<file path="src/rtl/fnd_display_arbiter_if.sv">
// Bundle between the two digit sources (master) and the FND arbiter (slave).
// Carries the request/data lines in and the grant, frame pulse and pin drive out.
interface fnd_display_arbiter_if;
   logic [1:0]  req;
   logic [31:0] data0;
   logic [31:0] data1;
   logic [1:0]  grant;
   logic        frame_done;
   logic [6:0]  seg;
   logic [7:0]  an;

   modport master (
      output req, data0, data1,
      input  grant, frame_done, seg, an
   );

   modport slave (
      input  req, data0, data1,
      output grant, frame_done, seg, an
   );
endinterface

</file>
<file path="src/rtl/fnd_display_arbiter.sv">
// Shares the 8-digit FND between two BCD sources, re-arbitrating only at frame
// boundaries (round-robin with minimum hold) and owning the blanked refresh scan.
module fnd_display_arbiter #(
   parameter int REFRESH_DIV = 1000,
   parameter int BLANK_CYC   = 50,
   parameter int HOLD_FRAMES = 4
) (
   input logic                  sysclk,
   input logic                  rstn,
   fnd_display_arbiter_if.slave disp
);

   localparam int CNT_W  = $clog2(REFRESH_DIV);
   localparam int HOLD_W = $clog2(HOLD_FRAMES) + 1;
   localparam logic [CNT_W-1:0]  CNT_LAST  = CNT_W'(REFRESH_DIV - 1);
   localparam logic [CNT_W-1:0]  BLANK_LIM = CNT_W'(BLANK_CYC);
   localparam logic [HOLD_W-1:0] HOLD_LIM  = HOLD_W'(HOLD_FRAMES - 1);
   localparam logic [HOLD_W-1:0] HOLD_SAT  = '1;

   // Owner encodings double as the one-hot grant value.
   localparam logic [1:0] IDLE = 2'b00;
   localparam logic [1:0] OWN0 = 2'b01;
   localparam logic [1:0] OWN1 = 2'b10;

   logic [CNT_W-1:0]  cnt_q, cnt_d;
   logic [2:0]        dsel_q, dsel_d;
   logic [1:0]        state_q, state_d;
   logic [1:0]        grant_q;
   logic [31:0]       fb_q, fb_d;
   logic              last_q, last_d;
   logic [HOLD_W-1:0] hold_q, hold_d;
   logic              frame_done_q;
   logic              slotTick;
   logic              frameEnd;
   logic              blank;
   logic [3:0]        digit;
   logic [6:0]        glyph;

   assign slotTick = (cnt_q == CNT_LAST);
   assign frameEnd = slotTick && (dsel_q == 3'd7);
   assign cnt_d    = slotTick ? '0 : cnt_q + 1'b1;
   assign dsel_d   = slotTick ? dsel_q + 3'd1 : dsel_q;

   always_comb begin
      state_d = state_q;
      last_d  = last_q;
      hold_d  = hold_q;
      case (state_q)
         IDLE: begin
            if (disp.req == 2'b11)  state_d = last_q ? OWN0 : OWN1;
            else if (disp.req[0])   state_d = OWN0;
            else if (disp.req[1])   state_d = OWN1;
         end
         OWN0: begin
            if (!disp.req[0])                        state_d = disp.req[1] ? OWN1 : IDLE;
            else if (disp.req[1] && hold_q >= HOLD_LIM) state_d = OWN1;
         end
         OWN1: begin
            if (!disp.req[1])                        state_d = disp.req[0] ? OWN0 : IDLE;
            else if (disp.req[0] && hold_q >= HOLD_LIM) state_d = OWN0;
         end
         default: state_d = IDLE;
      endcase

      // A fresh owner restarts its hold count; a continuing owner accumulates it.
      if (state_d != IDLE && state_d != state_q) begin
         last_d = (state_d == OWN1);
         hold_d = '0;
      end else if (state_d != IDLE && state_d == state_q && hold_q != HOLD_SAT) begin
         hold_d = hold_q + 1'b1;
      end

      case (state_d)
         OWN0:    fb_d = disp.data0;
         OWN1:    fb_d = disp.data1;
         default: fb_d = '0;
      endcase
   end

   always_ff @(posedge sysclk or negedge rstn) begin
      if (!rstn) begin
         cnt_q        <= '0;
         dsel_q       <= '0;
         state_q      <= IDLE;
         grant_q      <= 2'b00;
         fb_q         <= '0;
         last_q       <= 1'b1;
         hold_q       <= '0;
         frame_done_q <= 1'b0;
      end else begin
         cnt_q        <= cnt_d;
         dsel_q       <= dsel_d;
         frame_done_q <= frameEnd;
         if (frameEnd) begin
            state_q <= state_d;
            grant_q <= state_d;
            fb_q    <= fb_d;
            last_q  <= last_d;
            hold_q  <= hold_d;
         end
      end
   end

   // Digit fetch and active-low glyph lookup; codes 10-15 render blank.
   always_comb begin
      digit = fb_q[{dsel_q, 2'b00} +: 4];
      case (digit)
         4'd0:    glyph = 7'h40;
         4'd1:    glyph = 7'h79;
         4'd2:    glyph = 7'h24;
         4'd3:    glyph = 7'h30;
         4'd4:    glyph = 7'h19;
         4'd5:    glyph = 7'h12;
         4'd6:    glyph = 7'h02;
         4'd7:    glyph = 7'h78;
         4'd8:    glyph = 7'h00;
         4'd9:    glyph = 7'h10;
         default: glyph = 7'h7F;
      endcase
   end

   assign blank = (state_q == IDLE) || ((BLANK_CYC != 0) && (cnt_q < BLANK_LIM));

   assign disp.an         = blank ? 8'hFF : ~(8'b1 << dsel_q);
   assign disp.seg        = blank ? 7'h7F : glyph;
   assign disp.grant      = grant_q;
   assign disp.frame_done = frame_done_q;

endmodule

</file>
<file path="src/flat_wrapper.sv">
// flat-port wrapper written by rule: the top's interface ports become plain ports
module fnd_display_arbiter_flat 
#(
   parameter int REFRESH_DIV = 1000,
   parameter int BLANK_CYC   = 50,
   parameter int HOLD_FRAMES = 4
)
  (sysclk, rstn, disp_req, disp_data0, disp_data1, disp_grant, disp_frame_done, disp_seg, disp_an);
  fnd_display_arbiter_if disp_i ();
  input logic sysclk;
  input logic rstn;
  input wire logic [$bits(disp_i.req)-1:0] disp_req;
  input wire logic [$bits(disp_i.data0)-1:0] disp_data0;
  input wire logic [$bits(disp_i.data1)-1:0] disp_data1;
  output wire logic [$bits(disp_i.grant)-1:0] disp_grant;
  output wire logic [$bits(disp_i.frame_done)-1:0] disp_frame_done;
  output wire logic [$bits(disp_i.seg)-1:0] disp_seg;
  output wire logic [$bits(disp_i.an)-1:0] disp_an;
  assign disp_i.req = disp_req;
  assign disp_i.data0 = disp_data0;
  assign disp_i.data1 = disp_data1;
  assign disp_grant = disp_i.grant;
  assign disp_frame_done = disp_i.frame_done;
  assign disp_seg = disp_i.seg;
  assign disp_an = disp_i.an;
  fnd_display_arbiter #(.REFRESH_DIV(REFRESH_DIV), .BLANK_CYC(BLANK_CYC), .HOLD_FRAMES(HOLD_FRAMES)) u_core (.sysclk(sysclk), .rstn(rstn), .disp(disp_i));
endmodule
</file>
<file path="config.mk">
export PLATFORM = sky130hd
export DESIGN_NAME = fnd_display_arbiter_flat
export DESIGN_NICKNAME = d
export VERILOG_FILES = /design/src/rtl/fnd_display_arbiter_if.sv /design/src/rtl/fnd_display_arbiter.sv /design/src/flat_wrapper.sv
export SDC_FILE = /design/constraint.sdc
export NUM_CORES = 1
export LEC_CHECK = 0
export BUFFER_PORTS_ARGS = -buffer_cell sky130_fd_sc_hd__buf_2
export CAP_MARGIN = 30
export CORE_MARGIN = 2
export CORE_UTILIZATION = 48
export CTS_CLUSTER_DIAMETER = 60
export DETAILED_ROUTE_END_ITERATION = 10
export PLACE_DENSITY_LB_ADDON = 0.25
export SYNTH_ARGS = -nofsm -noshare
export SYNTH_HDL_FRONTEND = slang
export SYNTH_SLANG_ARGS = --single-unit
</file>
<file path="constraint.sdc">
create_clock -name sysclk -period 2.9 [get_ports sysclk]
set_input_delay 0.145 -clock sysclk [delete_from_list [all_inputs] [get_ports sysclk]]
set_output_delay 0.145 -clock sysclk [all_outputs]
set_load 0.02 [all_outputs]
</file>
==> summary.md <==
| Metric | Value |
|---|---|
| Area Growth Syn to Fin | 21.6% |
| Final hold vios | 0 |
| Startpoint Class | register |
| CP Data Arrival Time | 2940 ps |
| Max Freq | 361 MHz |
| Port Buffer Count | 85 |
| Clock-pin slew of the registers on the worst-case setup and hold paths | 100 ps |
| Worst EP required | 3070 ps |
| Int Pwr | 1090 uW |
| DR iter-0 viols | 115 |
| Global route overflow | 0 |
| R2R Setup Slk | around 130 ps |
| Initial antenna violation count | 0 |
| Min-delay src | disp_data0[13] |
| Hold slack final | around 220 ps |
| First-pass GRT wire length | ~12,000 microns |
| Total GRT Usage | 20.4% |
| Share of cells above drive strength 1 | around 30% |
| Core ar. | approximately 0.0065 sq mm |
| Hold WC Path Type | in -> reg |
| Die H | 86.3 microns |
| Fillers | 545 |
| Antenna cells | 0 |
| Vias | 2,818 |
| Leakage | 0.00183 uW |
| Worst path max stage delay | 440 ps |
| ANT nets after route | 0 |
| Crit. End Element | register |
| CTS max path bufs | 2 |
| MaxCap Viol Count | 0 |
| Worst r2r src | u_core.hold_q[1] |
| Logic pwr share | 11.1% |
| FF+latch count, synth | 52 |
| Post-synth ARST share | 100% |
| Switching share of power | 23.1% |
| R2R cell count | 12 |
| Psw | 328 uW |
| Clock Latency Late Sink | 310 ps |
| Vias per cell | 5.59 |
| CP cell instances | ha_1 > ha_1 > a211oi_2 > nor2_1 > a211o_1 > a221oi_2 > inv_1 > ha_1 > buf_6 > a22o_1 > nand2_1 > o21ai_0 |
| Worst-Margin Slew | 762 ps |
| Post-synth EDFFs | 0 |
| Syn Area/Cell | between 9 and 10 sq um |
| Cell count along the critical path | 12 |
| Routed wire length | 7170 microns |
| Critical path peak fanout | 27 |
| Largest net degree at the start of global routing | 65 |
| Nets | approximately 510 |
| CP bufs+invs | 2 |
| RSZ-0062 raised after global routing | true |
| Detailed Routing Iterations Pass 1 | 7 |
| Mapped cell area | 0.00325 sq mm |
| Row count | 29 |
| RD Place Congestion | 0.811 |
| Initial Util | 50.3% |
| IO Pins | 86 |
| Worst slew margin | 49.2% |
| Final Max Slew Viols | 0 |
| Clock Sinks | 52 |
| Die X | 86.3 microns |
| Synthesized net count | 428 |
| Ys flop type | dfrtp_1 |
| Hold worst-path end | u_core.fb_q[13] |
| Power density over cell area | 359 mW/mm^2 |
| Root buffer cell | clkbuf_8 |
| Hpwl dp | 5400 microns |
| Routed wire per std cell | between 10 and 15 microns |
| Crit Path Category | reg -> reg |
| Post-CTS setup buffer count | 0 |
| Worst r2r dst | u_core.fb_q[11] |
| Status | finished, final reports clean |
| Sequential area share after synthesis | roughly two fifths |
| Vias in the first global route | 2,659 |
| Period utilization | 95.6% |
| Crit path time final | 2770 ps |
| CP dominant cell by count | ha_1 |
| Total power | 1420 uW |
| Slowest cell on crit path | dfrtp_1 |
| Num CTS Buffers | 5 |
| Yosys cell types | 51 |
| Die ar. | 0.00744 sq mm |
| Synth Instances | 342 |
| CTS tree | built |
| Seq pwr share | 51.3% |
| Hold Crit Depth | 4 |
| Cell family with most CP delay | compound AO/OA/AOI/OAI gates |
| DRC Markers | 0 |
| VDD IR-drop max | 0.000255 V |
| Htree depth | 2 |
| Final-report setup violation count | 0 |
| Synth warn | 0 |
| Clock power share | 37.6% |
| Final Skew | 3.86 ps |
## registers in the layout, summed over array words and instances (netlist names)
signal and count:
u_core.fb_q 32, u_core.cnt_q 10, u_core.dsel_q 3, u_core.hold_q 3, u_core.state_q 2, u_core.disp.frame_done 1
u_core.last_q 1
## synthesized netlist by cell type, types with 2 or more instances
master | count | area [sq um]
o21ai_1 | 3 | 15.0
mux2i_4 | 2 | 45.0
a211o_1 | 3 | 26.3
xnor2_1 | 6 | 52.6
nor2_1 | 12 | 45.0
nand3_1 | 6 | 30.0
nand2_1 | 78 | 293
clkbuf_1 | 20 | 75.1
mux4_2 | 2 | 45.0
inv_1 | 14 | 52.6
mux2i_1 | 2 | 20.0
ha_1 | 18 | 225
mux4_1 | 6 | 158
buf_6 | 2 | 22.5
nor3_1 | 3 | 15.0
a32oi_1 | 2 | 17.5
xor2_1 | 3 | 26.3
o21ai_0 | 35 | 175
and2_1 | 2 | 12.5
mux2_2 | 4 | 45.0
a31oi_1 | 2 | 12.5
a22o_1 | 34 | 298
dfrtp_1 | 51 | 1280
a21oi_1 | 4 | 20.0
and3_1 | 2 | 12.5
## stage by stage
step	worst slack (ps)	std cells	utilization, %	instance area [sq um]	setup TNS (ps)
2_1_floorplan	71.3	342	-	3250	0
3_3_place_gp	176	495	58.6	3790	0
3_5_place_dp	96.6	495	58.6	3790	0
4_1_cts	31.5	504	60.7	3920	0
5_1_grt	-27.9	504	61.2	3950	-88.7
6_report	127	504	61.2	3950	0
## cells by family after synthesis
logic type	Yosys count	synth area share, %
AO/OA/AOI/OAI	94	20.5
XOR/XNOR	9	2.43
AND/OR/NAND/NOR	115	15.6
flip-flops	52	40.1
buffers and inverters	38	4.89
adder cells (fa/ha/maj)	18	6.93
multiplexers	16	9.63
## worst min-delay path: stages
cell     delay, ps
buf_2           80
a22o_1         110
nand2_1         50
o21ai_0        120
## final cells by class
| cell class | count | area, sq um | share of cell area [%] |
|---|---|---|---|
| Clock inverter | 2 | 38.8 | 0.982 |
| Inverter | 15 | 56.3 | 1.42 |
| Tap cell | 77 | 96.3 | 2.44 |
| Clock buffer | 6 | 82.6 | 2.09 |
| Multi-Input combinational cell | 252 | 1810 | 45.8 |
| Sequential cell | 52 | 1310 | 33.0 |
| Timing Repair Buffer | 100 | 564 | 14.3 |
## power groups by stage
stage                     registers (uW)  logic, uW  clock network (uW)
after detailed placement             741        156                   0
after CTS                            727        157                 537
final                                727        157                 533
after floorplan                      741       70.2                   0
after global placement               741        154                   0
after global routing                 727        177                 564
## layer usage
layer	vias to the layer above	global-route usage (%)	part of all wire, %
met5	-	0	0
met4	0	5.68	1.3
met3	12	3.24	4.9
met2	91	34.6	48
met1	1329	27.4	46
li1	1386	-	-
## how the worst max path moves through the flow
stage          slack, ps             start         endpoint
5_1_grt              -30  u_core.hold_q[1]  u_core.fb_q[11]
3_3_place_gp         180  u_core.hold_q[1]  u_core.fb_q[15]
2_1_floorplan         70  u_core.hold_q[0]   u_core.fb_q[3]
3_5_place_dp         100  u_core.hold_q[1]   u_core.fb_q[5]
4_1_cts               30  u_core.dsel_q[0]      disp_seg[0]
6_report             130  u_core.hold_q[1]  u_core.fb_q[11]
## repair_timing
action                                  CTS  global route
hold buffers                              1             0
gates resized for setup                   0             8
hold endpoints to repair                 33             0
endpoints found under the setup margin    0            39
## cells in the final DEF, fill, tap and decap left out, drive strengths merged, types with 2 or more instances in the layout
| cell type | n |
|---|---|
| clkbuf | 6 |
| or2 | 2 |
| xnor2 | 6 |
| and3 | 3 |
| and2 | 2 |
| mux4 | 8 |
| dfrtp | 51 |
| a211o | 3 |
| nor2 | 13 |
| mux2i | 4 |
| ha | 18 |
| nor3 | 4 |
| inv | 14 |
| a32oi | 2 |
| xor2 | 3 |
| nand2 | 78 |
| a211oi | 2 |
| a31oi | 2 |
| a22o | 34 |
| nand3 | 6 |
| buf | 99 |
| clkinv | 2 |
| a21oi | 4 |
| mux2 | 4 |
| o21ai | 38 |
Note: power is estimated with default switching activity, not from simulation.
